--- src/rtl/ramp_sequencer.sv ---
// ramp_sequencer: queues {target, step, hold} commands and paces a rate_limiter through them.
// Define RAMP_TIMEOUT_EN to drop commands that fail to settle within 64 ticks.
module ramp_sequencer #(
    parameter int DEPTH = 4,
    parameter int DIV_W = 8
) (
    input  logic                     clk,
    input  logic                     rst,
    input  logic                     cmd_valid,
    output logic                     cmd_ready,
    input  logic [5:0]               cmd_target,
    input  logic [2:0]               cmd_step,
    input  logic [7:0]               cmd_hold,
    input  logic [DIV_W-1:0]         cfg_div,
    input  logic                     abort,
    output logic [5:0]               lim_d_in,
    output logic [2:0]               lim_step,
    input  logic [5:0]               lim_d_out,
    output logic                     busy,
    output logic                     done,
    output logic                     err,
    output logic [$clog2(DEPTH):0]   level
);
    localparam int AW = $clog2(DEPTH);

    typedef enum logic [1:0] {IDLE, RAMP, DWELL} state_t;

    state_t            state, state_nx;
    logic [16:0]       mem [DEPTH];
    logic [AW-1:0]     wr_ptr, rd_ptr;
    logic [16:0]       head;
    logic [5:0]        cur_target;
    logic [2:0]        cur_step;
    logic [7:0]        dwell;
    logic [DIV_W-1:0]  presc;
    logic              push, pop, empty, tick, settled, expired;

    assign cmd_ready = level != (AW+1)'(DEPTH);
    assign empty     = level == '0;
    assign push      = cmd_valid && cmd_ready && !abort;
    assign head      = mem[rd_ptr];
    assign tick      = state != IDLE && presc == cfg_div;
    assign settled   = lim_d_out == cur_target;
    assign busy      = state != IDLE;

`ifdef RAMP_TIMEOUT_EN
    logic [6:0] tmo;
    assign expired = state == RAMP && tmo[6] && !settled;
    assign err     = expired && !abort;
    always_ff @(posedge clk or posedge rst)
        if (rst) tmo <= '0;
        else tmo <= pop ? '0 : (state == RAMP && tick && !tmo[6]) ? tmo + 7'd1 : tmo;
`else
    assign expired = 1'b0;
    assign err     = 1'b0;
`endif

    always_comb begin
        state_nx = state;
        pop      = 1'b0;
        done     = 1'b0;
        lim_step = '0;
        if (abort) state_nx = IDLE;
        else case (state)
            IDLE: begin
                pop      = !empty;
                state_nx = empty ? IDLE : RAMP;
            end
            RAMP: begin
                if (settled) state_nx = DWELL;
                else if (expired) begin
                    pop      = !empty;
                    state_nx = empty ? IDLE : RAMP;
                end
                else lim_step = tick ? cur_step : 3'd0;
            end
            default: begin
                if (dwell == '0) begin
                    done     = 1'b1;
                    pop      = !empty;
                    state_nx = empty ? IDLE : RAMP;
                end
            end
        endcase
    end

    always_ff @(posedge clk)
        if (push) mem[wr_ptr] <= {cmd_target, cmd_step, cmd_hold};

    always_ff @(posedge clk or posedge rst) begin
        if (rst) begin
            state      <= IDLE;
            wr_ptr     <= '0;
            rd_ptr     <= '0;
            level      <= '0;
            cur_target <= '0;
            cur_step   <= '0;
            dwell      <= '0;
            presc      <= '0;
            lim_d_in   <= '0;
        end else begin
            state <= state_nx;
            if (abort) begin
                wr_ptr <= '0;
                rd_ptr <= '0;
                level  <= '0;
            end else begin
                wr_ptr <= push ? wr_ptr + AW'(1) : wr_ptr;
                rd_ptr <= pop ? rd_ptr + AW'(1) : rd_ptr;
                level  <= level + (AW+1)'(push) - (AW+1)'(pop);
            end
            // abort freezes the limiter by pointing it at where it already is
            lim_d_in   <= abort ? lim_d_out : pop ? head[16:11] : lim_d_in;
            cur_target <= pop ? head[16:11] : cur_target;
            cur_step   <= !pop ? cur_step : (head[10:8] == 3'd0) ? 3'd1 : head[10:8];
            dwell      <= pop ? head[7:0] : (state == DWELL && tick && dwell != '0) ? dwell - 8'd1 : dwell;
            presc      <= (pop || tick || state == IDLE) ? '0 : presc + DIV_W'(1);
        end
    end
endmodule

--- config.mk ---
export PLATFORM = sky130hd
export DESIGN_NAME = ramp_sequencer
export DESIGN_NICKNAME = d
export VERILOG_FILES = /design/src/rtl/ramp_sequencer.sv
export SDC_FILE = /design/constraint.sdc
export NUM_CORES = 1
export LEC_CHECK = 0
export CAP_MARGIN = 10
export CORE_ASPECT_RATIO = 0.7
export CORE_MARGIN = 5
export CORE_UTILIZATION = 45
export CTS_BUF_LIST = sky130_fd_sc_hd__clkbuf_4 sky130_fd_sc_hd__clkbuf_8
export CTS_CLUSTER_DIAMETER = 50
export DETAILED_ROUTE_END_ITERATION = 7
export GPL_ROUTABILITY_DRIVEN = 0
export PLACE_DENSITY = 0.66
export REMOVE_ABC_BUFFERS = 1
export SETUP_SLACK_MARGIN = 0.2
export SLEW_MARGIN = 10
export SYNTH_ARGS = -nofsm -noshare
export SYNTH_HDL_FRONTEND = slang
export SYNTH_SLANG_ARGS = --single-unit
--- constraint.sdc ---
create_clock -name clk -period 3.38 [get_ports clk]
set_input_delay 0.676 -clock clk [delete_from_list [all_inputs] [get_ports clk]]
set_output_delay 0.676 -clock clk [all_outputs]
set_load 0.05 [all_outputs]
==> After elaboration in Yosys (flattened, before gate mapping) <==
Memory sizes are Yosys's and may differ from the RTL's.
Index checks and enable logic that the tools add are counted.
{ "totals": {"wordCells": 71, "mem_count": 1, "output_inout_bits": 16, "ram_bits": 68, "reg_bits": 40} }
{ "op_classes": {"eq_ne": 6, "reduce_logical": 21, "n_addsub": 6, "mux": 28} }
{ "memory_table": {"columns": ["memory", "depth", "width", "rd", "rd_ports_with_merged_regs", "wr", "line", "rtl"], "rows": [
  ["mem", 4, 17, 1, 0, 1, "29", "logic [16:0] mem [DEPTH];"]
]} }
{ "op_table": {"columns": ["op", "n"], "rows": [
  ["$mux 8", 3],
  ["$mux 3", 6],
  ["$mux 2", 7],
  ["$mux 6", 2],
  ["$add 8x1->8 const B", 1],
  ["$eq 8x8->1", 1],
  ["$logic_not 8->1", 1],
  ["$mux 1", 8],
  ["$reduce_bool 2->1", 4],
  ["$reduce_bool 8->1", 1],
  ["$sub 8x1->8 const B", 1],
  ["$eq 6x6->1", 1],
  ["$logic_not 3->1", 2],
  ["$ne 3x3->1 const B", 2],
  ["$logic_and 1x1->1", 5],
  ["$add 2x1->2 const B", 2],
  ["$pmux 2 s2", 1],
  ["$reduce_bool 4->1", 1],
  ["$add 3x1->3", 1],
  ["$sub 3x1->3", 1],
  ["$eq 2x1->1 const B", 1],
  ["$eq 2x2->1 const B", 1],
  ["$logic_not 1->1", 2],
  ["$logic_not 2->1", 1],
  ["4 further kinds", 5]
]} }

==> Logic depth before layout (Yosys ltp) <==
Gate-level depths: netlist of the first run.
{ "logic_depth": {"word_depth": 8, "ltp_mapped": 15} }

==> Worst setup path before layout of the first run <==
No wires, ideal clock.
{ "synth_path": {"path_type": "input port to output port", "startpoint": "input cfg_div[2]", "endpoint": "output lim_step[0]", "cell_stages": 5, "t_arrival_ns": 2.331, "setup_slack_ns": 0.373, "t_required_ns": 2.704, "cell_sequence": "xor2_1 nor4_2 nand2_1 or3_1 nor2_1"} }
{ "synth_between": {"elab_chain_cells": 6} }
{ "synth_lines": {"columns": ["item", "line", "rtl"], "rows": [
  ["start, declared", "14", "input logic [DIV_W-1:0] cfg_div,"],
  ["$eq 8x8->1", "42", "assign tick = state != IDLE && presc == cfg_div;"],
  ["$logic_and 1x1->1", "42", null],
  ["$mux 3", "75", "else lim_step = tick ? cur_step : 3'd0;"],
  ["$mux 3", "70", "if (settled) state_nx = DWELL;"],
  ["$mux 3", "64", "else case (state)"],
  ["$mux 3", "63", "if (abort) state_nx = IDLE;"],
  ["end, declared", "17", "output logic [2:0] lim_step,"]
]} }
No other way between the ends.

==> Worst setup path in the final report of the first run <==
{ "layout_path": {"startpoint": "register dwell[2]", "endpoint": "register level[2]"} }
{ "layout_between": {"elab_chain_cells": 6} }
{ "layout_lines": {"columns": ["item", "line", "rtl"], "rows": [
  ["start, declared", "34", "logic [7:0] dwell;"],
  ["start signal, assigned", "116", "dwell <= pop ? head[7:0] : (state == DWELL && tick && dwell != '0) ? dwell - 8'd1 : dwell;"],
  ["$logic_not 8->1", "78", "if (dwell == '0) begin"],
  ["$mux 1", "78", null],
  ["$pmux 1 s2", "64", null],
  ["$mux 1", "63", null],
  ["$sub 3x1->3", "110", "level <= level + (AW+1)'(push) - (AW+1)'(pop);"],
  ["$mux 3", "103", "if (abort) begin"],
  ["end signal, assigned", "110", null],
  ["end, declared", "22", "output logic [$clog2(DEPTH):0] level"]
]} }
No other way between the ends.
A chain may end at the register's enable or synchronous reset.

==> results of run 1 <==
## metrics by stage
step                instance area [um^2]  util, %
CTS                                 5680     54.8
floorplan                           4670        -
detailed placement                  5460     52.7
global placement                    5460     52.7
finish                              5720     55.2
global route                        5720     55.2
## layer usage
layer	vias up	wire [um]	part of all wire, %	track usage [%]
met3	11	582	6.3	4.28
li1	1304	-	-	-
met4	0	119	1.3	5.88
met1	1365	4300	46	21.9
met5	-	0	0	0
met2	66	4250	46	24.3
## layout by cell type, fill, tap and decap left out, types with 3 or more instances in the layout
master	instances
sky130_fd_sc_hd__dfrtp_1	40
sky130_fd_sc_hd__buf_12	4
sky130_fd_sc_hd__nor2_1	22
sky130_fd_sc_hd__inv_6	3
sky130_fd_sc_hd__xor2_1	16
sky130_fd_sc_hd__or3_1	3
sky130_fd_sc_hd__xnor2_1	12
sky130_fd_sc_hd__nand4_1	4
sky130_fd_sc_hd__clkdlybuf4s50_1	37
sky130_fd_sc_hd__ha_1	9
sky130_fd_sc_hd__mux2i_1	6
sky130_fd_sc_hd__clkbuf_8	9
sky130_fd_sc_hd__and3_1	3
sky130_fd_sc_hd__and2_1	4
sky130_fd_sc_hd__nand2_2	5
sky130_fd_sc_hd__o21ai_0	9
sky130_fd_sc_hd__or4_1	3
sky130_fd_sc_hd__nand3_1	8
sky130_fd_sc_hd__inv_1	14
sky130_fd_sc_hd__o21ai_2	5
sky130_fd_sc_hd__mux4_2	17
sky130_fd_sc_hd__buf_4	14
sky130_fd_sc_hd__nand2_1	32
sky130_fd_sc_hd__dlymetal6s2s_1	8
sky130_fd_sc_hd__edfxtp_1	68
sky130_fd_sc_hd__nor2_4	3
## Yosys cell counts, drive strengths merged (3+ instances only)
cell type  number
xnor2          12
nand2          38
nor2           26
or4             3
dfrtp          40
inv            14
clkbuf          3
nand4           4
xor2           16
or3             4
mux4           17
and3            3
o21ai          14
ha              9
nor4            3
nand3          10
and2            4
mux2i           6
edfxtp         68
buf             9
## final timing paths
check                                    from  slack [ps]             to  cells past startpoint
worst max-delay path                 dwell[2]         380       level[2]                     12
worst min-delay path            cur_target[2]         520  cur_target[2]                      2
worst max register to register       dwell[2]         380       level[2]                     12
worst min register to register  cur_target[2]         520  cur_target[2]                      2
max in group asynchronous                 rst        2280       level[0]                      3
min in group asynchronous                 rst         730       level[1]                      3
## cell type report
| cell class | count | share of cell area, % |
|---|---|---|
| flip-flops and latches | 108 | 53.2 |
| multi-input cells | 191 | 27.7 |
| inverters | 15 | 1.20 |
| clock buffers | 10 | 2.30 |
| repair buffers | 63 | 11.5 |
| clock inverters | 6 | 1.23 |
| well taps | 132 | 2.89 |
## critical path: cells and delay by family, from the launching register on
family          cells  cell delay, ps
flops               1             480
xor+xnor            2             310
compound gates      1             230
fa+ha+maj           3             720
buf+inv             3             160
simple gates        3             990
## power by group
part / switching [uW] / internal, uW / leakage, uW
Combinational: 857 / 609 / 0.000972
Clock: 435 / 359 / 0.000105
Sequential: 190 / 1630 / 0.00113
Total: 1480 / 2600 / 0.00220
## what timing repair did
action / in CTS / in global routing
hold endpoints to repair: 0 / 0
pin swaps: 1 / 6
setup endpoints to repair: 3 / 3
gates resized for setup: 4 / 11
buffers inserted: 1 / 1
## registers in the layout, summed over array words and instances, names as in the netlist
| register | count |
|---|---|
| cur_step | 3 |
| cur_target | 6 |
| lim_d_in | 6 |
| dwell | 8 |
| rd_ptr | 2 |
| wr_ptr | 2 |
| mem | 68 |
| state | 2 |
| level | 3 |
| presc | 8 |
## logic make-up after synthesis
family,after synthesis
XOR/XNOR,28
AND/OR/NAND/NOR,102
adder cells (fa/ha/maj),10
multiplexers,23
flip-flops,108
AO/OA/AOI/OAI,27
other,1
buffers and inverters,27
==> flow_summary.ini, run 1 <==
[cts]
num_cts_buffers = 9
clk_pin_slew_ps = 110
clockBufferDepth = 2
clock_sink_count = 108
cts-htree-levels = 3
clock_tree.root_cell = sky130_fd_sc_hd__clkbuf_8
ctsHoldBuffers = 0
tritoncts = yes
clk_latency_ps = 380

[synthesis]
netlist_instances = 326
synth_top_area_share_pct = 42.9
ys_async_sr_fraction_pct = 37.0
synth.yosys.warnings = 0
synth_area_per_cell_um2 = 14.6
syn_area_um2 = 4760
synth-main-ff-cell = sky130_fd_sc_hd__edfxtp_1
synth_top_family_by_area = simple AND/OR/NAND/NOR gates
synth_simple_gate_area_share_pct = 11.2
synth_cell_types = 48
synth_enable_flop_cells = 68
synth_xor_area_share_pct = 5.15
synth_top_cells_by_area = sky130_fd_sc_hd__edfxtp_1 43%, sky130_fd_sc_hd__dfrtp_1 21%, sky130_fd_sc_hd__mux4_2 8.0%, sky130_fd_sc_hd__xor2_1 2.9%, sky130_fd_sc_hd__nand2_1 2.5%
muxShareOfSynthArea_pct = 9.30
synth-adder-area-share_pct = 2.79
ys_ff_latch = 108
synth_sequential_area_ratio_pct = 63.9
synth.largest_area_cell = sky130_fd_sc_hd__edfxtp_1
synth_compound_area_share_pct = 4.23

[worst_hold_path]
hold_path_class = flip-flop to flip-flop

[layout]
layout.cells.non_filler = 525
multi_input_gate_area_in_the_final_layout_um2 = 1590
proportion_of_layout_cells_with_a_drive_suffix_above_1_pct = 19.1
area_growth_syn_to_layout_pct = 20.1
final.fill_count = 883
antennaDiodeCount = 0
sequential_cell_area_um2 = 3040
design.final.nets = 433

[critical_path]
worstSetupEndpointType = flip-flop
worst-endpoint-required_ps = 3650
timing.critical_path.arrival_ps = 3270
timing.critical_path.fanout_max = 6
critical_path.slowest_cell = sky130_fd_sc_hd__or3_1
setup.worst_path.class = flip-flop to flip-flop
critical_path.cell_chain = nor4_4, a41oi_2, or3_1, clkinv_8, ha_1, inv_1, ha_1, inv_1, fa_1, xor2_1, xnor2_1, nor2_1
worstSetupStartpointType = flip-flop
cp_slowest_stage_delay_ps = 500

[floorplan]
die_w_um = 133
io_pins = 51
die_area_um2 = 12800
placementRows = 31
die_height_um = 96.1
placeableCoreArea_um2 = 10400
initial_utilization_pct = 46.0

[run_status]
outcome = complete, no violations

[global_route]
global_route.overflow_total = 0
grt_first_pass_wirelength_um = 15200
grt_pass1_vias = 2829
grt_start_max_net_pins = 41
number_of_antenna_violations_at_the_first_check_in_global_routing = 0
grt_use_total_pct = 15.8

[sta]
rsz0062_at_grt = false
report.final.hold_viol_count = 0
timing.fmax_mhz = 333
final.period_utilization_pct = 88.7
timing_max_transition_violations_final = 0
worst_case_clock_skew_ps = 14.4
report.final.setup_viol = 0
fin_ws_ps = 380
hold_ws_ps = 516
finalSetupTns_ps = 0
timing_worst_slew_pin_value_ps = 900
finalCriticalPeriod_ps = 3000
slew_headroom_pct = 40.0

[route]
post-route-drc-count = 0
drt-total-wl_um = 9260
detail_route.wl_per_cell_um = 17.6
route.antenna.remaining_nets = 0
dr_total_vias = 2746
routed_via_density = 5.23
drt_iter0_markers = 227
dr.pass1.iters = 4

[pwr]
cellPowerDensity_nw_per_um2 = 713
finalPower_uw = 4080
power.leakage_uw = 0.00220
peakVddDrop_v = 0.000334

[flow_run]
max_cap_violations = 0

[placement]
number_of_buffers_added_on_ports = 49
post-place-cells = 507
place_ws_ps = 51.1
post-dp-hpwl_um = 6150
(Power assumes the default switching activity.)
==> run 2: changes to the inputs <==
SLEW_MARGIN = 15   (was 10)
==> results of run 2 <==
Final layout, timing and power as in run 1 (identical DEF).
==> run 3: changes to the inputs <==
ABC_AREA = 1   (was not set)
SKIP_LAST_GASP = 1   (was not set)
==> run 3 against run 2 <==
Against the previous run: critical path type is now input pin to output port; total power up 6.6%; die area up 4.3%; first-iteration DRC count up 16%.
==> flow_summary.ini, run 3 <==
[synthesis]
synth_enable_flop_cells = 68
ys_async_sr_fraction_pct = 37.0
synth_cell_types = 33
synth.yosys.warnings = 0
synth-main-ff-cell = sky130_fd_sc_hd__edfxtp_1
ys_ff_latch = 108
syn_area_um2 = 4980
synth_top_area_share_pct = 41.0
synth.largest_area_cell = sky130_fd_sc_hd__edfxtp_1
synth_area_per_cell_um2 = 9.59
netlist_instances = 520
synth_sequential_area_ratio_pct = 61.0
synth_top_cells_by_count = 124 x sky130_fd_sc_hd__nand2_1, 83 x sky130_fd_sc_hd__nor2_1, 68 x sky130_fd_sc_hd__edfxtp_1
synth_most_common_cell = sky130_fd_sc_hd__nand2_1
synth_top_cells_by_area = sky130_fd_sc_hd__edfxtp_1 41%, sky130_fd_sc_hd__dfrtp_1 20%, sky130_fd_sc_hd__nand2_1 9.3%, sky130_fd_sc_hd__nor2_1 6.3%, sky130_fd_sc_hd__o21ai_0 4.9%

[layout]
area_growth_syn_to_layout_pct = 19.4
design.final.nets = 622
proportion_of_layout_cells_with_a_drive_suffix_above_1_pct = 8.59
largest_reg_flops = 68
multi_input_gate_area_in_the_final_layout_um2 = 1640
antennaDiodeCount = 0
sequential_cell_area_um2 = 3040
layout_top_registers = mem (68), dwell (8), presc (8)
final_common_cell = sky130_fd_sc_hd__nand2_1
final.fill_count = 974
layout_common_cells = 124 x sky130_fd_sc_hd__nand2_1, 83 x sky130_fd_sc_hd__nor2_1, 68 x sky130_fd_sc_hd__edfxtp_1, 49 x sky130_fd_sc_hd__inv_1, 49 x sky130_fd_sc_hd__o21ai_0
largest_register = mem

[global_route]
number_of_antenna_violations_at_the_first_check_in_global_routing = 0
global_route.overflow_total = 0
grt_use_total_pct = 16.2
grt_pass1_vias = 3404
grt_first_pass_wirelength_um = 17000
grt_start_max_net_pins = 41

[critical_path]
critical_path.cell_chain = clkdlybuf4s50_1, inv_1, nand2_1, nand2_1, nor2_1, nand2_1, nor2_1, nand2_1, nor3_1, buf_12
critical_path.slowest_cell = sky130_fd_sc_hd__clkdlybuf4s50_1
timing.critical_path.arrival_ps = 2390
worstSetupStartpointType = input pin
setup.worst_path.class = input pin to output port
worst-endpoint-required_ps = 2700
worstSetupEndpointType = output port
timing.critical_path.fanout_max = 4
critical_path.most_common_cell = sky130_fd_sc_hd__nand2_1
cp_slowest_stage_delay_ps = 480

[pwr]
peakVddDrop_v = 0.000308
cellPowerDensity_nw_per_um2 = 730
power.leakage_uw = 0.00250

[floorplan]
die_area_um2 = 13300
initial_utilization_pct = 45.6
placeableCoreArea_um2 = 10900
io_pins = 51
die_w_um = 136
die_height_um = 98.1
placementRows = 32

[sta]
rsz0062_at_grt = true
slew_headroom_pct = 62.7
finalSetupTns_ps = 0
fin_ws_ps = 316
report.final.hold_viol_count = 0
finalCriticalPeriod_ps = 3060
final.period_utilization_pct = 90.7
report.final.setup_viol = 0
timing.fmax_mhz = 326
timing_max_transition_violations_final = 0
timing_worst_slew_pin_value_ps = 559
worst_case_clock_skew_ps = 16.0

[route]
drt_iter0_markers = 264
drt-total-wl_um = 10200
post-route-drc-count = 0
detail_route.wl_per_cell_um = 13.8
routed_via_density = 4.77
dr.pass1.iters = 4
route.antenna.remaining_nets = 0
dr_total_vias = 3504

[cts]
clockBufferDepth = 2
clock_tree.root_cell = sky130_fd_sc_hd__clkbuf_8
cts-htree-levels = 3
clk_latency_ps = 380
clk_pin_slew_ps = 100
num_cts_buffers = 9
tritoncts = yes
ctsHoldBuffers = 0
clock_sink_count = 108

[flow_run]
max_cap_violations = 0

[placement]
place_ws_ps = 315
post-dp-hpwl_um = 6730
number_of_buffers_added_on_ports = 49

[run_status]
outcome = complete, no violations

[worst_hold_path]
hold_path_class = flip-flop to flip-flop
==> run 3: layout make-up <==
type / instances / share of cell area [%]
tap: 153 / 3.22
multi-input combinational: 342 / 27.6
timing repair buffer: 62 / 10.6
clock buffer: 9 / 2.08
inverter: 54 / 3.45
clock inverter: 7 / 1.91
sequential: 108 / 51.1
==> run 3: worst paths after layout <==
path,from,end,slack [ps],cells past startpoint
min in group asynchronous,rst,cur_target[2],740,3
max in group asynchronous,rst,dwell[3],2250,3
worst max register to register,dwell[0],level[2],830,13
worst max-delay path,cfg_div[3],lim_step[0],320,10
worst min register to register,lim_d_in[1],lim_d_in[1],490,2
worst min-delay path,lim_d_in[1],lim_d_in[1],490,2
==> run 3: logic make-up (layout without fill, tap and decap cells) <==
| logic type | count (synthesis) | in the layout | synth area share, % |
|---|---|---|---|
| xor+xnor | 11 | 11 | 1.93 |
| compound gates | 63 | 63 | 6.83 |
| other cells | 1 | 1 | 0.0752 |
| fa+ha+maj | 10 | 10 | 2.66 |
| buf+inv | 70 | 132 | 6.07 |
| flops | 108 | 108 | 61.0 |
| simple gates | 257 | 257 | 21.4 |
==> run 3: layer usage <==
metal	GRT usage [%]	vias up	share of wire, %
met2	25.4	58	46
met3	4.58	9	5.1
met1	22.7	1638	48
met4	3.41	0	0.70
met5	0	-	0
li1	-	1799	-
==> run 3: power breakdown <==
| part | switching (uW) | internal (uW) |
|---|---|---|
| clock | 432 | 490 |
| combinational | 1090 | 576 |
| sequential | 135 | 1620 |
==> run 3: repair_timing <==
| item | 4_1_cts | 5_1_grt |
|---|---|---|
| buffers inserted | 0 | 0 |
| endpoints found under the setup margin | 0 | 1 |
| resized for setup | 0 | 1 |
==> run 3: through the flow <==
| stage | hold slack (ps) | cell area, um^2 | total power [uW] | util [%] | cells |
|---|---|---|---|---|---|
| final | 486 | 5950 | 4350 | 54.4 | 735 |
| after global routing | 519 | 5950 | 4680 | 54.4 | 735 |
| after CTS | 494 | 5940 | 4380 | 54.4 | 735 |
| after detailed placement | 469 | 5710 | 3460 | 52.2 | 719 |
| after global placement | 463 | 5710 | 3430 | 52.2 | 719 |
| after floorplan | 466 | 4890 | 2950 | - | 504 |
==> run 3: critical path: cells and delay by family <==
kind / cells / cell delay [ps]
AND/OR/NAND/NOR: 7 / 1010
buffers and inverters: 3 / 710
==> RTL change 1: new RTL, settings of run 1 <==
The parameter `DIV_W` goes from 8 to 10.
--- a/src/rtl/ramp_sequencer.sv
+++ b/src/rtl/ramp_sequencer.sv
@@ -4,3 +4,3 @@
     parameter int DEPTH = 4,
-    parameter int DIV_W = 8
+    parameter int DIV_W = 10
 ) (
Ports: changed (resized cfg_div); port bits go from 51 to 53. No check against the original RTL was run, so the function may have changed too.
==> RTL change 1 against run 1 <==
Worst setup slack got worse by 74 ps. First-iteration DRC count decreased by 26%. Synthesized area increased by 1.1%. Power increased by 0.13%. Hold slack got worse by 27 ps. Routed wire length decreased by 6.0%. Cell area increased by 0.68%. Utilization increased by 0.17 points. Die area increased by 0.99%. Sequential cell count increased by 2. Sequential power increased by 2%. Critical path depth decreased by 5.
==> RTL change 1: results (changes against run 1) <==
outcome:
  status: "finished, final reports clean"  # unchanged
global_route:
  grt_usage: 0.144  # was 0.158
  grt_pass1_vias: 2714  # was 2829
  grt_pass1_wl_mm: 14.2  # was 15.2 mm
  grt_max_degree: 43  # was 41
  grt_use_met1: 0.200  # was 0.219
  grt_util_met3: 0.0450  # was 0.0428
detailed_routing:
  route.met3.wl_um: 343  # was 582 µm
  viasPerCell: 5.26  # was 5.23
cts:
  clkTransAtPathRegs_ps: 90  # was 110 ps
  post-cts-setup-buffers: 0  # was 1
  clock_latency_ps: 360  # was 380 ps
pwr:
  p_leak_uw: 0.00218  # was 0.00220 µW
  seq_power_uw: 1860  # was 1820 µW
  p_total_uw: 4080  # about the same
worst_hold_path:
  hold_start: "cur_step[0]"  # was cur_target[2]
  worstHoldEndpoint: "cur_step[0]"  # was cur_target[2]
synthesis:
  synthTopCellsByArea: "edfxtp_1 42%, dfrtp_1 22%, mux4_2 8.0%, xor2_1 3.3%, nor2_1 2.5%"  # was edfxtp_1 43%, dfrtp_1 21%, mux4_2 8.0%, xor2_1 2.9%, nand2_1 2.5%
  synth_compound_area_frac: 0.0315  # was 0.0423
  synth.mux.area_fraction: 0.116  # was 0.0930
  ys_seq_area_frac: 0.643  # was 0.639
  ys_async_sr_fraction: 0.382  # was 0.370
  synth_commonest_cells: "68 x edfxtp_1, 42 x dfrtp_1, 32 x nor2_1"  # was 68 x edfxtp_1, 40 x dfrtp_1, 32 x nand2_1
critical_path:
  crit_fanout: 3  # was 6
  crit_slowest_cell: "clkdlybuf4s50_1"  # was or3_1
  r2r_start: "dwell[0]"  # was dwell[2]
  worstSetupStartpoint: "lim_d_out[0]"  # was dwell[2]
  worstSetupEndpoint: "lim_step[2]"  # was level[2]
final_layout:
  n_fill_cell: 863  # was 883
  nets: 427  # was 433
  reg.largest.list: "mem: 68 flops, presc: 10 flops, dwell: 8 flops"  # was mem: 68 flops, dwell: 8 flops, presc: 8 flops
sta:
  maxSlewHeadroom: 0.430  # was 0.400
placed_design:
  port_buffers: 51  # was 49
RTL change 1: cell types whose count changed after synthesis, sizes merged, moves of 4 or more:
cell   before  now
nand2      38   15
mux2        0    9
nor2       26   32
a31oi       2    6
and2        4    8
RTL change 1: cell type report:
class / count / share of cell area
Sequential cell: 110 / 0.537
Multi-Input combinational cell: 188 / 0.281
Timing Repair Buffer: 59 / 0.104
Tap cell: 132 / 0.0287
Clock buffer: 11 / 0.0241
Clock inverter: 5 / 0.0172
Inverter: 12 / 0.00782
RTL change 1: per-stage QoR:
stage | instance area, µm² | util | setup slack (ps) | hold WS, ps | std cells
2_1_floorplan | 4760 | - | 464 | 442 | 310
6_report | 5760 | 0.554 | 307 | 489 | 517
3_3_place_gp | 5520 | 0.531 | 307 | 474 | 501
5_1_grt | 5760 | 0.554 | 234 | 525 | 517
4_1_cts | 5760 | 0.554 | 296 | 494 | 517
3_5_place_dp | 5520 | 0.531 | 303 | 472 | 501
==> RTL change 2: new RTL, config.mk and constraints of run 1 <==
Made on the original files. Register the output `level` once more, with the module's reset; this adds one clock of latency there. The other outputs are not delayed to match.
--- a/src/rtl/ramp_sequencer.sv
+++ b/src/rtl/ramp_sequencer.sv
@@ -27,2 +27,4 @@
 
+    logic [$clog2(DEPTH):0] level_s0;
+
     state_t            state, state_nx;
@@ -37,4 +39,4 @@
 
-    assign cmd_ready = level != (AW+1)'(DEPTH);
-    assign empty     = level == '0;
+    assign cmd_ready = level_s0 != (AW+1)'(DEPTH);
+    assign empty     = level_s0 == '0;
     assign push      = cmd_valid && cmd_ready && !abort;
@@ -94,3 +96,3 @@
             rd_ptr     <= '0;
-            level      <= '0;
+            level_s0   <= '0;
             cur_target <= '0;
@@ -105,3 +107,3 @@
                 rd_ptr <= '0;
-                level  <= '0;
+                level_s0 <= '0;
             end else begin
@@ -109,3 +111,3 @@
                 rd_ptr <= pop ? rd_ptr + AW'(1) : rd_ptr;
-                level  <= level + (AW+1)'(push) - (AW+1)'(pop);
+                level_s0 <= level_s0 + (AW+1)'(push) - (AW+1)'(pop);
             end
@@ -119,2 +121,10 @@
     end
+    always_ff @(posedge clk or posedge rst) begin
+        if (rst) begin
+            level <= '0;
+        end else begin
+            level <= level_s0;
+        end
+    end
+
 endmodule
Function: changed (Yosys sat finds a counterexample within 4 cycles, from zero or initial values and one cycle with rst high).
==> RTL change 2 against run 1 <==
Sequential cell count rose by 3. Largest power group unchanged. Cell area rose by 0.90%. Power rose by 0.89%. Die area rose by 0.96%. Synthesized area rose by 1.1%. Fmax fell by 2.7%. Worst setup slack got worse by 82 ps. Utilization rose by 0.29 points. Routed wire length fell by 3.6%. First-iteration DRC count fell by 46%.
==> RTL change 2: results (changes against run 1) <==
detailed_routing:
  wl_per_cell_um: 16.6  # was 17.6 µm
  first_iter_violations: 123  # was 227
  viasPerCell: 5.07  # was 5.23
synthesis:
  ys_types: 44  # was 48
  syn_area_per_cell_um2: 14.3  # was 14.6 µm²
  synth_commonest_cells: "68 x edfxtp_1, 43 x dfrtp_1, 40 x nand2_1"  # was 68 x edfxtp_1, 40 x dfrtp_1, 32 x nand2_1
  yosys.area_share.adder: 0.0276  # was 0.0279
  ys_seq_area_frac: 0.648  # was 0.639
  synth_compound_area_frac: 0.0372  # was 0.0423
  ys_async_sr_fraction: 0.387  # was 0.370
  synthTopCellsByArea: "edfxtp_1 42%, dfrtp_1 22%, mux4_2 8.0%, xnor2_1 4.4%, nand2_1 3.1%"  # was edfxtp_1 43%, dfrtp_1 21%, mux4_2 8.0%, xor2_1 2.9%, nand2_1 2.5%
  synth_xor_area_frac: 0.0546  # was 0.0515
  synth.mux.area_fraction: 0.0944  # was 0.0930
final_layout:
  drive_gt1_frac: 0.168  # was 0.191
  nets: 444  # was 433
  antennaDiodeCount: 0  # unchanged
  n_fill_cell: 891  # was 883
placed_design:
  pre_cts_ws_ps: 154  # was 51.1 ps
  detailedPlacementHpwl_mm: 6.09  # was 6.15 mm
  place_inst: 519  # was 507
  place_area_um2: 5530  # was 5460 µm²
critical_path:
  worstSetupStartpoint: "cfg_div[2]"  # was dwell[2]
  critical_path.top_delay_family: "simple AND/OR/NAND/NOR gates"  # unchanged
  r2r_start: "dwell[0]"  # was dwell[2]
  worstSetupEndpoint: "lim_step[1]"  # was level[2]
  crit_fanout: 3  # was 6
  rr_endpoint: "level_s0[2]"  # was level[2]
  reg2reg_slack_ps: 380  # about the same
  rr_worst_depth: 14  # was 12
  cp.arrival_ps: 2410  # was 3270 ps
  slowest_delay_ps: 480  # was 500 ps
pwr:
  power-top-group: "registers"  # unchanged
  p_leak_uw: 0.00214  # was 0.00220 µW
  p_per_area_nw_per_um2: 713  # about the same
  p_sw_frac: 0.347  # was 0.363
  pwr-share-comb: 0.346  # was 0.359
  ir_drop_mv: 0.317  # was 0.334 mV
sta:
  setup_viol: 0  # unchanged
  worst_pin_slew_ps: 979  # was 900 ps
  min_period_ps: 3080  # was 3000 ps
  whs_ps: 437  # was 516 ps
global_route:
  grt_max_degree: 28  # was 41
  grt_pass1_vias: 2827  # was 2829
  grt_pass1_wl_mm: 14.7  # was 15.2 mm
  grt_usage: 0.149  # was 0.158
outcome:
  status: "finished, final reports clean"  # unchanged
worst_hold_path:
  hold_start: "level_s0[0]"  # was cur_target[2]
  whs_path_depth: 0  # was 2
cts:
  cts_root_buf: "clkbuf_8"  # unchanged
  clock_path_buffers: 2  # unchanged
  clkTransAtPathRegs_ps: 90  # was 110 ps
## RTL change 2: cell types whose count changed in the layout (fill, tap and decap cells not counted), sizes merged, moves of 3 or more
cell,delta
o21ai,+4
nor3,+3
xor2,-10
or3,-3
dfrtp,+3
clkdlybuf4s50,+8
dlymetal6s2s,-8
xnor2,+12
## RTL change 2: routing by layer
layer,wire length [µm],global-route usage,up-vias
met1,4530,0.213,1330
met2,3940,0.228,53
met3,356,0.0383,10
met5,0,0,-
li1,-,-,1322
met4,90,0.0462,0
## RTL change 2: final cells by class
class | count | share of cell area
Clock inverter | 6 | 0.0130
Inverter | 17 | 0.0119
Clock buffer | 10 | 0.0228
Timing Repair Buffer | 63 | 0.110
Tap cell | 132 | 0.0286
Sequential cell | 111 | 0.540
Multi-Input combinational cell | 197 | 0.273
## RTL change 2: timing repair
item,in CTS,in global routing
hold endpoints to repair,0,0
setup buffers,0,1
pin swaps,0,0
setup endpoints to repair,3,5
gates resized for setup,4,3
